--- config.mk ---
export PLATFORM = sky130hd
export DESIGN_NAME = vip_mmult
export DESIGN_NICKNAME = d
export VERILOG_FILES = /design/src/rtl/vip_mmult_if.sv /design/src/rtl/vip_mmult.sv
export SDC_FILE = /design/constraint.sdc
export NUM_CORES = 1
export LEC_CHECK = 0
export BUFFER_PORTS_ARGS = -buffer_cell sky130_fd_sc_hd__buf_4
export CAP_MARGIN = 20
export CORE_MARGIN = 4
export CORE_UTILIZATION = 39
export CTS_CLUSTER_DIAMETER = 60
export DETAILED_ROUTE_END_ITERATION = 10
export HOLD_SLACK_MARGIN = 0.08
export PLACE_DENSITY = 0.84
export SLEW_MARGIN = 20
export SYNTH_ARGS = -nofsm -noshare
export SYNTH_HDL_FRONTEND = slang
export SYNTH_SLANG_ARGS = --single-unit
--- constraint.sdc ---
create_clock -name clk -period 2.6 [get_ports clk]
set_input_delay 0.26 -clock clk [delete_from_list [all_inputs] [get_ports clk]]
set_output_delay 0.26 -clock clk [all_outputs]
set_load 0.02 [all_outputs]
--- src/rtl/vip_mmult_if.sv ---
// Single-beat AXI4 channel bundle between the matrix-multiply engine and its memory model.
interface vip_mmult_if;
  logic [31:0] araddr;
  logic [7:0]  arlen;
  logic [2:0]  arsize;
  logic [1:0]  arburst;
  logic        arvalid;
  logic        arready;
  logic [31:0] rdata;
  logic [1:0]  rresp;
  logic        rlast;
  logic        rvalid;
  logic        rready;
  logic [31:0] awaddr;
  logic [7:0]  awlen;
  logic [2:0]  awsize;
  logic [1:0]  awburst;
  logic        awvalid;
  logic        awready;
  logic [31:0] wdata;
  logic [3:0]  wstrb;
  logic        wlast;
  logic        wvalid;
  logic        wready;
  logic [1:0]  bresp;
  logic        bvalid;
  logic        bready;

  modport master (
    output araddr, arlen, arsize, arburst, arvalid, rready,
    output awaddr, awlen, awsize, awburst, awvalid, wdata, wstrb, wlast, wvalid, bready,
    input  arready, rdata, rresp, rlast, rvalid, awready, wready, bresp, bvalid
  );

  modport slave (
    input  araddr, arlen, arsize, arburst, arvalid, rready,
    input  awaddr, awlen, awsize, awburst, awvalid, wdata, wstrb, wlast, wvalid, bready,
    output arready, rdata, rresp, rlast, rvalid, awready, wready, bresp, bvalid
  );
endinterface

--- src/rtl/vip_mmult.sv ---
// Matrix-multiply subsystem: AXI4 master engine computing C = A x B on an internal AXI4 slave memory.
// Optional macro VIP_SLAVE_BACKPRESSURE_EN makes the memory drop its ready signals on alternate cycles.
module vip_mmult_engine #(
  parameter int N = 4
) (
  input  logic        clk,
  input  logic        rst,
  input  logic [31:0] a,
  input  logic [31:0] b,
  input  logic [31:0] c,
  input  logic        start,
  output logic        done,
  vip_mmult_if.master m
);
  localparam int CW = (N > 1) ? $clog2(N) : 1;

  typedef enum logic [2:0] {IDLE, RD_A, RD_B, MAC, WR, WR_RESP, DONE} state_t;
  state_t state_reg, state_next;

  logic [CW-1:0] i_reg, j_reg, k_reg;
  logic [31:0]   a_reg, b_reg, c_reg, acc_reg, op_a_reg, op_b_reg;
  logic          ar_sent_reg, aw_sent_reg, w_sent_reg;
  logic          rd_state, ar_hs, r_hs, aw_hs, w_hs, b_hs, wr_complete;
  logic          last_k, last_elem;
  logic [31:0]   off_a, off_b, off_c;
  logic          unused_resp;

  assign off_a = (32'(i_reg) * 32'(N) + 32'(k_reg)) << 2;
  assign off_b = (32'(k_reg) * 32'(N) + 32'(j_reg)) << 2;
  assign off_c = (32'(i_reg) * 32'(N) + 32'(j_reg)) << 2;
  assign last_k    = (k_reg == CW'(N - 1));
  assign last_elem = (i_reg == CW'(N - 1)) && (j_reg == CW'(N - 1));

  assign rd_state    = (state_reg == RD_A) || (state_reg == RD_B);
  assign ar_hs       = rd_state && !ar_sent_reg && m.arready;
  assign r_hs        = rd_state && m.rvalid;
  assign aw_hs       = (state_reg == WR) && !aw_sent_reg && m.awready;
  assign w_hs        = (state_reg == WR) && !w_sent_reg && m.wready;
  assign b_hs        = (state_reg == WR_RESP) && m.bvalid;
  assign wr_complete = (aw_sent_reg || aw_hs) && (w_sent_reg || w_hs);

  assign m.araddr  = (state_reg == RD_B) ? (b_reg + off_b) : (a_reg + off_a);
  assign m.arlen   = 8'd0;
  assign m.arsize  = 3'd2;
  assign m.arburst = 2'b01;
  assign m.awaddr  = c_reg + off_c;
  assign m.awlen   = 8'd0;
  assign m.awsize  = 3'd2;
  assign m.awburst = 2'b01;
  assign m.wdata   = acc_reg;
  assign m.wstrb   = 4'hF;
  assign m.wlast   = 1'b1;
  assign unused_resp = ^{m.rresp, m.rlast, m.bresp};

  always_ff @(posedge clk or posedge rst) begin
    if (rst) state_reg <= IDLE;
    else     state_reg <= state_next;
  end

  always_comb begin
    state_next = state_reg;
    done       = 1'b0;
    m.arvalid  = 1'b0;
    m.rready   = 1'b0;
    m.awvalid  = 1'b0;
    m.wvalid   = 1'b0;
    m.bready   = 1'b0;
    case (state_reg)
      IDLE:    if (start) state_next = RD_A;
      RD_A: begin
        m.arvalid = !ar_sent_reg;
        m.rready  = 1'b1;
        if (r_hs) state_next = RD_B;
      end
      RD_B: begin
        m.arvalid = !ar_sent_reg;
        m.rready  = 1'b1;
        if (r_hs) state_next = MAC;
      end
      MAC:     state_next = last_k ? WR : RD_A;
      WR: begin
        m.awvalid = !aw_sent_reg;
        m.wvalid  = !w_sent_reg;
        if (wr_complete) state_next = WR_RESP;
      end
      WR_RESP: begin
        m.bready = 1'b1;
        if (b_hs) state_next = last_elem ? DONE : RD_A;
      end
      DONE: begin
        done       = 1'b1;
        state_next = IDLE;
      end
      default: state_next = IDLE;
    endcase
  end

  always_ff @(posedge clk or posedge rst) begin
    if (rst) begin
      a_reg <= '0; b_reg <= '0; c_reg <= '0;
      i_reg <= '0; j_reg <= '0; k_reg <= '0;
      acc_reg <= '0; op_a_reg <= '0; op_b_reg <= '0;
      ar_sent_reg <= 1'b0; aw_sent_reg <= 1'b0; w_sent_reg <= 1'b0;
    end else begin
      case (state_reg)
        IDLE: if (start) begin
          a_reg <= a; b_reg <= b; c_reg <= c;
          i_reg <= '0; j_reg <= '0; k_reg <= '0;
          acc_reg <= '0;
          ar_sent_reg <= 1'b0; aw_sent_reg <= 1'b0; w_sent_reg <= 1'b0;
        end
        RD_A, RD_B: begin
          if (ar_hs) ar_sent_reg <= 1'b1;
          if (r_hs) begin
            ar_sent_reg <= 1'b0;
            if (state_reg == RD_A) op_a_reg <= m.rdata;
            else                   op_b_reg <= m.rdata;
          end
        end
        MAC: begin
          acc_reg <= acc_reg + op_a_reg * op_b_reg;
          if (!last_k) k_reg <= k_reg + CW'(1);
        end
        WR: begin
          // AW and W complete independently; flags rearm once both are through
          if (wr_complete) begin
            aw_sent_reg <= 1'b0;
            w_sent_reg  <= 1'b0;
          end else begin
            if (aw_hs) aw_sent_reg <= 1'b1;
            if (w_hs)  w_sent_reg  <= 1'b1;
          end
        end
        WR_RESP: if (b_hs) begin
          acc_reg <= '0;
          k_reg   <= '0;
          if (j_reg == CW'(N - 1)) begin
            j_reg <= '0;
            i_reg <= i_reg + CW'(1);
          end else begin
            j_reg <= j_reg + CW'(1);
          end
        end
        default: ;
      endcase
    end
  end
endmodule

module vip_mmult_mem #(
  parameter int          MEM_WORDS = 4096,
  parameter logic [31:0] FILL      = 32'hFFFF_FFFF
) (
  input logic clk,
  input logic rst,
  vip_mmult_if.slave s
);
  localparam int AW = $clog2(MEM_WORDS);

  // Power-up content; never reset so written words survive rst
  logic [31:0] mem [MEM_WORDS] = '{default: FILL};

  logic          allow;
  logic          arready_reg, rvalid_reg, awready_reg, wready_reg, bvalid_reg;
  logic          aw_got_reg, w_got_reg, aw_ok_reg, w_ok_reg;
  logic [1:0]    rresp_reg, bresp_reg;
  logic [31:0]   rdata_reg, wdata_reg;
  logic [3:0]    wstrb_reg;
  logic [AW-1:0] waddr_reg;
  logic          ar_hs, aw_hs, w_hs, do_write, ar_ok;
  logic          unused_addr;

`ifdef VIP_SLAVE_BACKPRESSURE_EN
  logic toggle_reg;
  always_ff @(posedge clk or posedge rst) begin
    if (rst) toggle_reg <= 1'b0;
    else     toggle_reg <= ~toggle_reg;
  end
  assign allow = toggle_reg;
`else
  assign allow = 1'b1;
`endif

  assign ar_hs    = s.arvalid && arready_reg;
  assign aw_hs    = s.awvalid && awready_reg;
  assign w_hs     = s.wvalid && wready_reg;
  assign do_write = aw_got_reg && w_got_reg && !bvalid_reg;
  assign ar_ok    = (s.arlen == 8'd0) && (s.arsize == 3'd2) && (s.arburst == 2'b01);
  assign unused_addr = ^{s.araddr[31:AW+2], s.araddr[1:0], s.awaddr[31:AW+2], s.awaddr[1:0]};

  always_ff @(posedge clk or posedge rst) begin
    if (rst) begin
      arready_reg <= 1'b0; rvalid_reg <= 1'b0; rresp_reg <= 2'b00;
      awready_reg <= 1'b0; wready_reg <= 1'b0; bvalid_reg <= 1'b0; bresp_reg <= 2'b00;
      aw_got_reg <= 1'b0; w_got_reg <= 1'b0; aw_ok_reg <= 1'b0; w_ok_reg <= 1'b0;
      waddr_reg <= '0; wdata_reg <= '0; wstrb_reg <= '0;
    end else begin
      arready_reg <= s.arvalid && !arready_reg && !rvalid_reg && allow;
      if (ar_hs) begin
        rvalid_reg <= 1'b1;
        rresp_reg  <= ar_ok ? 2'b00 : 2'b10;
      end else if (rvalid_reg && s.rready) begin
        rvalid_reg <= 1'b0;
      end

      awready_reg <= s.awvalid && !awready_reg && !aw_got_reg && allow;
      wready_reg  <= s.wvalid && !wready_reg && !w_got_reg && allow;
      if (aw_hs) begin
        aw_got_reg <= 1'b1;
        waddr_reg  <= s.awaddr[AW+1:2];
        aw_ok_reg  <= (s.awlen == 8'd0) && (s.awsize == 3'd2) && (s.awburst == 2'b01);
      end
      if (w_hs) begin
        w_got_reg <= 1'b1;
        wdata_reg <= s.wdata;
        wstrb_reg <= s.wstrb;
        w_ok_reg  <= s.wlast;
      end
      if (do_write) begin
        aw_got_reg <= 1'b0;
        w_got_reg  <= 1'b0;
        bvalid_reg <= 1'b1;
        bresp_reg  <= (aw_ok_reg && w_ok_reg) ? 2'b00 : 2'b10;
      end else if (bvalid_reg && s.bready) begin
        bvalid_reg <= 1'b0;
      end
    end
  end

  always_ff @(posedge clk) begin
    if (ar_hs) rdata_reg <= mem[s.araddr[AW+1:2]];
    if (do_write) begin
      for (int lane = 0; lane < 4; lane++) begin
        if (wstrb_reg[lane]) mem[waddr_reg][8*lane +: 8] <= wdata_reg[8*lane +: 8];
      end
    end
  end

  assign s.arready = arready_reg;
  assign s.rvalid  = rvalid_reg;
  assign s.rdata   = rdata_reg;
  assign s.rresp   = rresp_reg;
  assign s.rlast   = 1'b1;
  assign s.awready = awready_reg;
  assign s.wready  = wready_reg;
  assign s.bvalid  = bvalid_reg;
  assign s.bresp   = bresp_reg;
endmodule

module vip_mmult #(
  parameter int          N         = 4,
  parameter int          MEM_WORDS = 4096,
  parameter logic [31:0] FILL      = 32'hFFFF_FFFF
) (
  input  logic        clk,
  input  logic        rst,
  input  logic [31:0] a,
  input  logic [31:0] b,
  input  logic [31:0] c,
  input  logic        start,
  output logic        done
);
  vip_mmult_if axi ();

  vip_mmult_engine #(.N(N)) u_eng (
    .clk(clk), .rst(rst), .a(a), .b(b), .c(c), .start(start), .done(done), .m(axi.master)
  );

  vip_mmult_mem #(.MEM_WORDS(MEM_WORDS), .FILL(FILL)) u_mem (
    .clk(clk), .rst(rst), .s(axi.slave)
  );
endmodule

* Word level (Yosys, flattened, before mapping)
Index checks and enable logic that the tools add are counted.
** Operators by class
- Equal/unequal tests :: 19
- Reductions and logical operators :: 53
- Multiplexer cells :: 42
- Add/subtract/negate cells :: 3
** Operators with widths (count)
- 1-bit logical AND :: 23
- 1-bit 2-to-1 mux :: 21
- 3-bit 2-to-1 mux :: 7
- 3-bit one-hot mux with 6 select lines :: 1
- 2-bit 2-to-1 mux :: 7
- 2-bit nonzero test :: 7
- 3-bit AND reduction :: 4
- 1-bit zero test :: 10
- 2-bit by 1-bit inequality test with 1-bit output, second input constant :: 5
- 3-bit equality test, second input constant :: 3
- 3-bit by 1-bit inequality test with 1-bit output, second input constant :: 3
- 2-bit one-hot mux with 2 select lines :: 2
- 4-bit AND reduction :: 2
- 2-bit by 1-bit adder with 2-bit output, second input constant :: 3
- 2-bit equality test, second input constant :: 3
- 3-bit by 2-bit equality test with 1-bit output, second input constant :: 2
- 1-bit one-hot mux with 2 select lines :: 3
- 2-bit one-hot mux with 3 select lines :: 1
- 5-bit AND reduction :: 1
- 2-bit inequality test, second input constant :: 2
- 3-bit by 1-bit equality test with 1-bit output, second input constant :: 1
- 3-bit zero test :: 1
- 1-bit logical OR :: 3
- 3-bit nonzero test :: 1
- 2-bit OR reduction :: 1
** Storage, ports and cells
- Register bits after elaboration :: 19
- Input bits :: 99
- Output and inout bits :: 1

* Depth between registers and ports, before layout
- Depth after elaboration :: 7
- Gate-level depth with buffers :: 5

* Worst setup path before layout
Ideal clock, no wire load.
- Path type :: reg-to-reg
- Start :: register u_eng.state_reg[0]
- End :: register u_eng.j_reg[0]
- Required time :: 2.472 ns
- Data arrival time :: 1.376 ns
- Setup slack :: 1.096 ns
- Period minus slack after synthesis :: 1.504 ns
- Stages on the path, launching flop included :: 5
- Path buffers :: 1
- Setup time :: 0.128 ns
- Cell sequence :: dfrtp_1 buf_6 or3b_4 a21oi_2 mux2_1
** Between the ends
- Word-level cells in the longest chain between the ends :: 4
** Ends and longest elaborated chain
- from (decl) :: line vip_mmult.sv:18 : state_t state_reg, state_next;
- from (signal assigned) :: line vip_mmult.sv:57 : else state_reg <= state_next;
- 3-bit equality test :: line vip_mmult.sv:39, vip_mmult.sv:105
- 1-bit logical AND :: line vip_mmult.sv:39 : assign b_hs = (state_reg == WR_RESP) && m.bvalid;
- 2-bit by 1-bit inequality test with 1-bit output (no line)
- 3-bit AND reduction (no line)
- to (signal assigned) :: line vip_mmult.sv:141 : j_reg <= j_reg + CW'(1);
- to (decl) :: line vip_mmult.sv:20 : logic [CW-1:0] i_reg, j_reg, k_reg;
Parallel ways exist; a longest one is shown, timed or not.
A chain may end at the register's enable or synchronous reset.

* Worst setup path after layout
- Start :: register u_eng.state_reg[2]
- End :: register u_eng.state_reg[0]
** Between the ends
- Word-level cells in the longest chain between the ends :: 7
** Ends and longest elaborated chain
- 3-bit equality test :: line vip_mmult.sv:37, vip_mmult.sv:38, vip_mmult.sv:68
- 1-bit logical AND (on tied branches) (2 in a row) :: line vip_mmult.sv:37, vip_mmult.sv:38
- 1-bit logical OR :: line vip_mmult.sv:40 : assign wr_complete = (aw_sent_reg || aw_hs) && (w_sent_reg || w_hs);
- 1-bit logical AND :: line vip_mmult.sv:40
- 2-bit by 1-bit inequality test with 1-bit output (no line)
- 5-bit AND reduction (no line)
Parallel ways exist; a longest one is shown, timed or not.

==> flow_metrics.py <==
metrics = {
    "power": {
        "p_sw_share_pct": 21.7,
        "p_per_area_mw_per_mm2": 407,
        "clockPowerShare_pct": 32.8,
        "vdd_drop_max_v": 0.000308,
        "combPwrFrac_pct": 2.1,
        "power_leakage_uw": 0.000515,
        "sequentialPowerShare_pct": 65.2,
        "intPower_uw": 355,
        "p_switching_uw": 98.3,
    },
    "status": {
        "outcome": "finished, final reports clean",
    },
    "drt": {
        "ant_nets": 0,
        "drt_iter0_drc": 23,
        "first_pass_iters": 4,
        "wl_per_cell_um": 13.1,
        "drt-total-wl_um": 1780,
        "vias": 747,
        "drc": 0,
        "routed_via_density": 5.49,
    },
    "yosys": {
        "yosys.area_share.simple_pct": 19.0,
        "ys_top_cells_by_count": "dfrtp_1, nand2_1, nor2_1, o21ai_0, inv_1",
        "synth.top_cell.area_share_pct": 44.2,
        "syn_avg_cell_area_sq_um": 10.2,
        "async_flop_share_pct": 100,
        "yosysWarnings": 0,
        "synth_top_family_by_area": "simple AND/OR/NAND/NOR gates",
        "synth.distinct_cells": 38,
        "synth_edf_count": 0,
        "synth_flop_cell": "dfrtp_1",
        "netlist.top_cell.by_area": "dfrtp_1",
        "synth_compound_area_share_pct": 18.3,
        "synth-xor-area-share_pct": 1.51,
        "syn_inst": 105,
        "synthAdderAreaFrac_pct": 3.49,
        "synth_mux_area_share_pct": 6.98,
        "ys_seq_area_share_pct": 44.2,
        "syn_nets": 207,
        "ys_seq_elements": 19,
        "synth.most_common_cell": "dfrtp_1",
        "synth_area_leaders": "dfrtp_1, ha_1, nand2_1",
        "synth_area_sq_mm": 0.00107,
    },
    "global_routing": {
        "grt_pass1_vias": 747,
        "antenna_found_initial": 0,
        "grt_first_pass_wirelength_um": 3150,
        "grt_start_max_net_pins": 21,
        "gr-total-overflow": 0,
        "track_usage_pct": 11.6,
    },
    "final_layout": {
        "fin_area_sq_mm": 0.00111,
        "drive_gt1_share_pct": 18.9,
        "multi_input_area_sq_um": 529,
        "largest_reg_flops": 3,
        "diodes": 0,
        "area_growth_pct": 3.73,
        "seq_area_sq_um": 475,
        "layout.nets": 209,
        "fillers": 245,
    },
    "place": {
        "place_congestion": 0.735,
        "dpl_cell_area_sq_mm": 0.00109,
        "port_buffers": 3,
        "hpwl_um": 1310,
    },
    "clock_tree": {
        "htreeDepth": 1,
        "post-cts-setup-buffers": 0,
        "cts_hold_buf": 0,
        "root_buffer": "clkbuf_4",
        "insertion_delay_ns": 0.30,
        "cts_tree": "yes",
        "cts_resized": 0,
        "max-clock-path-buffers": 2,
        "numCtsBuffers": 3,
        "clk_pin_slew_ns": 0.11,
        "cts.sinks": 19,
    },
    "die": {
        "ios": 100,
        "core.rowCount": 18,
        "die_w_um": 60.5,
        "dieArea_sq_mm": 0.00366,
        "start_util_pct": 42.2,
        "die_h_um": 60.5,
        "design.core.area_sq_mm": 0.00254,
    },
    "timing": {
        "layout_min_cycle_time_ns": 1.92,
        "slew_headroom_pct": 54.0,
        "hold_violations": 0,
        "max_freq_ghz": 0.520,
        "tightestPinTransition_ns": 0.689,
        "setup_violations": 0,
        "rsz0062_at_grt": "no",
        "skew_ns": 0.00518,
        "maxSlewViolCount": 0,
        "min_period_over_period_pct": 74.0,
        "setup-tns-final_ns": 0,
    },
    "job": {
        "maxCapViolCount": 0,
    },
    "critical_path": {
        "critPathLaunchType": "flop",
        "critPathMaxFanout": 20,
        "crit_required_ns": 2.79,
        "cp_data_arrival_time_ns": 2.12,
        "worstSetupEndpointType": "flop",
        "criticalPathCategory": "reg2reg",
    },
    "hold_path": {
        "worstHoldPathType": "in2async",
    },
}
## final timing paths
path,from,to,slack (ns),cells after the start
setup / recovery,u_eng.state_reg[2],u_eng.state_reg[0],0.68,4
hold / removal,rst,u_eng.k_reg[0],0.06,2
setup reg to reg,u_eng.state_reg[2],u_eng.state_reg[0],0.68,4
hold reg to reg,u_mem.w_got_reg,u_mem.s.wready,0.45,1
max in group asynchronous,rst,u_eng.ar_sent_reg,2.10,2
min in group clk,start,u_eng.ar_sent_reg,0.29,4
## placed cells by master, fill, tap and decap left out, drive strengths merged, types with 2 or more instances in the layout
master and n:
nand3 3, a21oi 6, nor3b 2, o221ai 2, mux2 6, inv 6
nand3b 2, o21a 2, nand4 3, buf 3, dfrtp 19, a31oi 2
nor2b 2, nor2 10, o21ai 7, a32oi 2, ha 3, clkbuf 3
nand2 11
## cells by family after synthesis
logic type                 Yosys count
muxes                                6
xor gates and xnor gates             1
buffers and inverters               12
adders and majority gates            3
DFF                                 19
AOI/OAI and AO/OA                   27
and+or+nand+nor                     37
## power groups by stage
stage                     Combinational (uW)  Clock (uW)  Sequential (uW)
final                                   9.38         149              295
after global routing                    11.0         169              295
after CTS                               9.87         152              295
after detailed placement                9.80           0              301
after global placement                  9.62           0              301
after floorplan                         5.11           0              301
## cell type report
cell class	count	share of cell area, %
Multi-Input combinational cell	74	47.5
Sequential cell	19	42.6
Tap cell	30	3.37
Clock buffer	3	2.02
Timing Repair Buffer	3	2.02
Inverter	6	2.02
Clock inverter	1	0.449
## critical path, stage by stage (launching register included)
cell      delay (ns)
dfrtp_1         0.72
nor2b_4         0.33
nand2_2         0.14
o221ai_2        0.30
mux2_4          0.33
## metal layers
metal  up-vias  routed length, um  track usage (%)
li1        380                  -                -
met1       358                833             14.5
met2         7                887             19.0
met3         2                 42             2.55
met4         0                 19             5.88
met5         -                  0                0
## through the flow
stage                     worst slack, ns  hold slack [ns]  total power (uW)  utilization [%]  std cells
after floorplan                      1.10            0.211               306                -        105
after global placement              0.765            0.402               311             42.7        132
after detailed placement            0.684            0.411               311             42.7        132
after CTS                           0.683           0.0843               457             43.8        136
after global routing                0.565            0.107               476             43.8        136
final                               0.675           0.0592               453             43.8        136
Note: power is estimated with default switching activity, not from simulation.
